--- config.mk ---
export PLATFORM = sky130hd
export DESIGN_NAME = clarke_transform
export DESIGN_NICKNAME = d
export VERILOG_FILES = /design/src/rtl/clarke_transform.sv
export SDC_FILE = /design/constraint.sdc
export NUM_CORES = 1
export LEC_CHECK = 0
export CELL_PAD_IN_SITES_DETAIL_PLACEMENT = 2
export CELL_PAD_IN_SITES_GLOBAL_PLACEMENT = 2
export CORE_ASPECT_RATIO = 1.2
export CORE_MARGIN = 2
export CORE_UTILIZATION = 30
export CTS_CLUSTER_DIAMETER = 60
export DETAILED_ROUTE_END_ITERATION = 8
export GPL_TIMING_DRIVEN = 0
export PLACE_DENSITY_LB_ADDON = 0.2
export SYNTH_ARGS = -nofsm -noshare
export SYNTH_HDL_FRONTEND = slang
export SYNTH_SLANG_ARGS = --single-unit
--- constraint.sdc ---
create_clock -name clk -period 17.1 [get_ports clk]
set_input_delay 1.71 -clock clk [delete_from_list [all_inputs] [get_ports clk]]
set_output_delay 1.71 -clock clk [all_outputs]
set_load 0.02 [all_outputs]
--- src/rtl/clarke_transform.sv ---
// Streaming Clarke transform: ADC phase currents -> Q15 alpha/beta with DC-offset calibration.
// Define CLARKE_THREE_PHASE_EN to use ic (with its own offset) and the three-phase equations.
module clarke_transform #(
    parameter int WIDTH     = 16,
    parameter int CAL_LOG2  = 4,
    parameter int INV_SQRT3 = 18919,
    parameter int INV3      = 10923
) (
    input  logic                    clk,
    input  logic                    rst_n,
    input  logic                    cal_start,
    input  logic                    in_valid,
    input  logic signed [WIDTH-1:0] ia,
    input  logic signed [WIDTH-1:0] ib,
    input  logic signed [WIDTH-1:0] ic,
    output logic                    out_valid,
    output logic signed [WIDTH-1:0] alpha,
    output logic signed [WIDTH-1:0] beta,
    output logic                    sat,
    output logic                    cal_busy,
    output logic                    cal_done
);
    // in_valid/out_valid are qualifiers only: there is no ready, every valid sample taken
    // in RUN reappears with out_valid exactly two clocks later, bubbles included.
    localparam int AW = WIDTH + CAL_LOG2;
    localparam int PW = 2 * WIDTH + 8;
    localparam logic signed [PW-1:0] SAT_MAX = PW'(2 ** (WIDTH - 1) - 1);
    localparam logic signed [PW-1:0] SAT_MIN = -SAT_MAX - PW'(1);
    localparam logic signed [PW-1:0] HALF    = PW'(1 << 14);

    // Returns {clamped_flag, value} with value limited to the signed WIDTH range.
    function automatic logic [WIDTH:0] sat_w(input logic signed [PW-1:0] v);
        if (v > SAT_MAX) return {1'b1, SAT_MAX[WIDTH-1:0]};
        if (v < SAT_MIN) return {1'b1, SAT_MIN[WIDTH-1:0]};
        return {1'b0, v[WIDTH-1:0]};
    endfunction

    typedef enum logic {RUN = 1'b0, CAL = 1'b1} state_e;

    state_e                  state_q, state_d;
    logic [CAL_LOG2-1:0]     cnt_q, cnt_d;
    logic signed [AW-1:0]    acc_a_q, acc_a_d, acc_b_q, acc_b_d, sum_a, sum_b;
    logic signed [WIDTH-1:0] off_a_q, off_a_d, off_b_q, off_b_d;
    logic                    cal_done_q, cal_done_d;

    logic                    s1_valid_q, s1_valid_d, s1_sat_q, s1_sat_d;
    logic signed [WIDTH-1:0] ia_c_q, ia_c_d, ib_c_q, ib_c_d;
    logic                    sat_ia, sat_ib, sat_ic;

    logic                    out_valid_q, sat_q, sat_d, sat_al, sat_be;
    logic signed [WIDTH-1:0] alpha_q, alpha_d, beta_q, beta_d;
    logic signed [PW-1:0]    alpha_w, beta_w;

`ifdef CLARKE_THREE_PHASE_EN
    logic signed [AW-1:0]    acc_c_q, acc_c_d, sum_c;
    logic signed [WIDTH-1:0] off_c_q, off_c_d, ic_c_q, ic_c_d;
`else
    logic                    ic_unused;
    logic [WIDTH-1:0]        inv3_unused;
    assign ic_unused   = ^ic;
    assign inv3_unused = WIDTH'(INV3);
`endif

    // Calibration FSM and offset update
    always_comb begin
        state_d    = state_q;
        cnt_d      = cnt_q;
        acc_a_d    = acc_a_q;
        acc_b_d    = acc_b_q;
        off_a_d    = off_a_q;
        off_b_d    = off_b_q;
        cal_done_d = 1'b0;
        sum_a      = acc_a_q + {{CAL_LOG2{ia[WIDTH-1]}}, ia};
        sum_b      = acc_b_q + {{CAL_LOG2{ib[WIDTH-1]}}, ib};
`ifdef CLARKE_THREE_PHASE_EN
        acc_c_d    = acc_c_q;
        off_c_d    = off_c_q;
        sum_c      = acc_c_q + {{CAL_LOG2{ic[WIDTH-1]}}, ic};
`endif
        case (state_q)
            RUN: begin
                if (cal_start) begin
                    state_d = CAL;
                    cnt_d   = '0;
                    acc_a_d = '0;
                    acc_b_d = '0;
`ifdef CLARKE_THREE_PHASE_EN
                    acc_c_d = '0;
`endif
                end
            end
            CAL: begin
                if (in_valid) begin
                    acc_a_d = sum_a;
                    acc_b_d = sum_b;
`ifdef CLARKE_THREE_PHASE_EN
                    acc_c_d = sum_c;
`endif
                    cnt_d   = cnt_q + 1'b1;
                    if (cnt_q == '1) begin
                        // Taking the upper WIDTH bits is the arithmetic shift by CAL_LOG2.
                        off_a_d    = sum_a[AW-1:CAL_LOG2];
                        off_b_d    = sum_b[AW-1:CAL_LOG2];
`ifdef CLARKE_THREE_PHASE_EN
                        off_c_d    = sum_c[AW-1:CAL_LOG2];
`endif
                        cal_done_d = 1'b1;
                        state_d    = RUN;
                    end
                end
            end
            default: state_d = RUN;
        endcase
    end

    // Stage 1: offset removal with the offsets in force this cycle
    always_comb begin
        s1_valid_d = in_valid && (state_q == RUN);
        {sat_ia, ia_c_d} = sat_w(PW'(ia) - PW'(off_a_q));
        {sat_ib, ib_c_d} = sat_w(PW'(ib) - PW'(off_b_q));
`ifdef CLARKE_THREE_PHASE_EN
        {sat_ic, ic_c_d} = sat_w(PW'(ic) - PW'(off_c_q));
`else
        sat_ic = 1'b0;
`endif
        s1_sat_d = sat_ia | sat_ib | sat_ic;
    end

    // Stage 2: Q15 multiply with round-half-up before the clamp
    always_comb begin
`ifdef CLARKE_THREE_PHASE_EN
        alpha_w = ((PW'(ia_c_q) * 2 - PW'(ib_c_q) - PW'(ic_c_q)) * PW'(INV3) + HALF) >>> 15;
        beta_w  = ((PW'(ib_c_q) - PW'(ic_c_q)) * PW'(INV_SQRT3) + HALF) >>> 15;
`else
        alpha_w = PW'(ia_c_q);
        beta_w  = ((PW'(ia_c_q) + PW'(ib_c_q) * 2) * PW'(INV_SQRT3) + HALF) >>> 15;
`endif
        {sat_al, alpha_d} = sat_w(alpha_w);
        {sat_be, beta_d}  = sat_w(beta_w);
        sat_d = s1_sat_q | sat_al | sat_be;
    end

    always_ff @(posedge clk or negedge rst_n) begin
        if (!rst_n) begin
            state_q     <= RUN;
            cnt_q       <= '0;
            acc_a_q     <= '0;
            acc_b_q     <= '0;
            off_a_q     <= '0;
            off_b_q     <= '0;
            cal_done_q  <= 1'b0;
            s1_valid_q  <= 1'b0;
            s1_sat_q    <= 1'b0;
            ia_c_q      <= '0;
            ib_c_q      <= '0;
            out_valid_q <= 1'b0;
            alpha_q     <= '0;
            beta_q      <= '0;
            sat_q       <= 1'b0;
`ifdef CLARKE_THREE_PHASE_EN
            acc_c_q     <= '0;
            off_c_q     <= '0;
            ic_c_q      <= '0;
`endif
        end else begin
            state_q     <= state_d;
            cnt_q       <= cnt_d;
            acc_a_q     <= acc_a_d;
            acc_b_q     <= acc_b_d;
            off_a_q     <= off_a_d;
            off_b_q     <= off_b_d;
            cal_done_q  <= cal_done_d;
            s1_valid_q  <= s1_valid_d;
            out_valid_q <= s1_valid_q;
`ifdef CLARKE_THREE_PHASE_EN
            acc_c_q     <= acc_c_d;
            off_c_q     <= off_c_d;
`endif
            if (s1_valid_d) begin
                ia_c_q   <= ia_c_d;
                ib_c_q   <= ib_c_d;
                s1_sat_q <= s1_sat_d;
`ifdef CLARKE_THREE_PHASE_EN
                ic_c_q   <= ic_c_d;
`endif
            end
            // Outputs hold their last sample across bubbles.
            if (s1_valid_q) begin
                alpha_q <= alpha_d;
                beta_q  <= beta_d;
                sat_q   <= sat_d;
            end
        end
    end

    assign out_valid = out_valid_q;
    assign alpha     = alpha_q;
    assign beta      = beta_q;
    assign sat       = sat_q;
    assign cal_busy  = (state_q == CAL);
    assign cal_done  = cal_done_q;

endmodule

==> impl_metrics.yaml <==
worst_setup_path:
  endpoint_kind: "flip-flop"
  arrival_ns: 10.02
  crit_fanout: 25
  critPathMaxStageDelay_ns: 0.59
  cp.required_ns: 17.45
  startpoint_type: "flip-flop"
  crit_slowest_cell: "ha_1"
  worst_path_most_repeated_cell: "fa_1"
  criticalPathCategory: "flip-flop to flip-flop"
clock_tree:
  cts_hold_buf: 0
  cts.clk_slew.worst_paths_ns: 0.07
  clk_path_buf_depth: 2
  ctsResizeCount: 0
  cts_buffers: 17
  cts_tree: "built"
  clk_latency_ns: 0.47
  post_cts_buffers: 0
  clkSinkCount: 146
  cts_root_buf: "clkbuf_16"
  h-tree-depth: 4
floorplanning:
  ioPinCount: 88
  dieWidth_um: 216.6
  coreArea_um2: 53640
  rows: 93
  die_area_um2: 56120
  die_height_um: 259.1
  initial_utilization: 0.3033
global_routing:
  grt_pass1_vias: 15340
  grt_overflow_total: 0
  grt_usage: 0.1982
  grt_max_degree: 106
  grt_pass1_wl_um: 86220
  antenna_found_initial: 0
timing:
  worstMarginPinSlew_ns: 1.244
  skew_ns: 0.02748
  layout_min_cycle_time_ns: 9.668
  setup_viol: 0
  finalHoldViolations: 0
  setup_tns_ns: 0
  slew_violations: 0
  timing.fmax_mhz: 103.4
  post-route-period-util: 0.5654
  relSlewSlack: 0.1709
  rsz0062_at_grt: "no"
finish:
  fillers: 5990
  utilization: 0.3456
  fin_nets: 2276
  drive_gt1_frac: 0.05352
  syn_to_final_growth_pct: 13.96
  antenna_cells: 0
routing:
  drtPass1Iterations: 4
  drc_errors: 0
  ant_nets: 0
  vias_per_cell: 5.127
  drt_wl_total_um: 53690
  routedWlPerCell_um: 20.51
  vias: 13420
  drt-initial-drc-count: 384
logic_synthesis:
  synth_async_sr_flop_share: 1.000
  synth.most_common_cell: "inv_1"
  synth_seq_cells: 146
  synth_top_area_frac: 0.2246
  yosysUniqueCellTypes: 82
  seq_area_frac_synth: 0.2246
  synth_top_flop_cell: "dfrtp_1"
  ys_top_cells_by_area: "dfrtp_1 (22%), ha_1 (17%), fa_1 (14%)"
  yosysTopAreaCell: "dfrtp_1"
  synthTopCellsByCount: "inv_1 (278), ha_1 (221), dfrtp_1 (146)"
  avgSynthCellArea_um2: 9.028
  synth_nets: 2185
  synth_edf_count: 0
  ys_warn_count: 0
  netlist_area_um2: 16270
  postSynthCellCount: 1802
run:
  drv_cap: 0
placed_design:
  place.gp.congestion: 0.8374
  numPortBuffers: 71
  post-dp-hpwl_um: 44680
hold_path:
  hold_class: "flip-flop to flip-flop"
run_status:
  status: "finished clean"
[layer usage]
metal / global-route usage / wire [um]
met5: 0 / 0
met3: 0.02027 / 775
met2: 0.3864 / 29370
met1: 0.2203 / 21860
met4: 0.07154 / 1687
[per-stage QoR]
stage,setup WS (ns),std cells,area [um2],hold WS (ns)
finish,7.432,2618,18540,0.4884
global route,6.905,2618,18540,0.5245
CTS,7.003,2618,18540,0.5001
detailed placement,7.038,2586,17910,0.4740
global placement,7.225,2585,17870,0.4624
floorplan,9.017,1802,16270,0.4245
[sequential cells by signal, indices dropped and copies added, names as in the netlist]
register / flops
acc_b_q: 20
alpha: 16
ia_c_q: 16
out_valid: 1
ib_c_q: 16
cnt_q: 4
cal_done: 1
cal_busy: 1
s1_sat_q: 1
beta: 16
off_a_q: 16
off_b_q: 16
acc_a_q: 20
sat: 1
s1_valid_q: 1
[worst paths after layout]
path,start,end,slack [ns],depth (start not counted)
setup / recovery,ia_c_q[1],beta[0],7.43,30
hold / removal,ib_c_q[15],ib_c_q[15],0.49,2
setup reg to reg,ia_c_q[1],beta[0],7.43,30
hold reg to reg,ib_c_q[15],ib_c_q[15],0.49,2
max in group asynchronous,rst_n,alpha[12],15.05,2
min in group asynchronous,rst_n,acc_b_q[12],1.14,1
[cell usage in the layout, fill, tap and decap left out, types with 10 or more instances in the layout]
master,synthesis,final
nand2_1,115,115
or2_2,11,11
nor2_1,85,85
maj3_1,19,19
nand4_1,16,16
xor2_1,40,40
dfrtp_1,146,146
clkbuf_1,39,39
nand2b_1,21,21
o21ai_1,24,24
nor3_1,24,24
mux2_2,28,28
clkdlybuf4s50_1,0,70
and2_1,12,12
fa_1,110,110
nand3_1,27,27
o21ai_0,100,100
nor2b_1,17,17
ha_1,221,221
o21a_1,19,19
xnor2_1,75,74
clkbuf_16,0,17
inv_1,278,278
a31oi_1,28,28
a22o_1,34,34
a21o_1,39,39
or3_1,10,10
a21oi_1,94,94
a211oi_1,12,12
[critical path: cells and delay by family (launching register included)]
kind,cells,cell delay [ns]
fa+ha+maj,9,4.14
compound gates,8,2.61
simple gates,6,1.36
buf+inv,7,1.03
flops,1,0.42
[layout make-up]
cell class	count	area, um2	share of cell area
well taps	712	890.9	0.04805
multi-input cells	1320	11330	0.6111
clock buffers	19	452.9	0.02443
clock inverters	13	175.2	0.009448
flip-flops and latches	146	3654	0.1971
plain buffers	54	236.5	0.01275
repair buffers	72	743.2	0.04009
inverters	282	1059	0.05709
[cell families (layout without fill, tap and decap cells)]
group,after synthesis,in the layout,synth area share
AO/OA/AOI/OAI,449,449,0.1826
adder cells (fa/ha/maj),350,350,0.3170
AND/OR/NAND/NOR,371,371,0.1104
XOR/XNOR,116,116,0.06291
buffers and inverters,336,440,0.07952
flip-flops,146,146,0.2246
multiplexers,34,34,0.02307
Power is not shown: default switching activity piles up to over one toggle a cycle in this logic, so the estimate is an artifact.
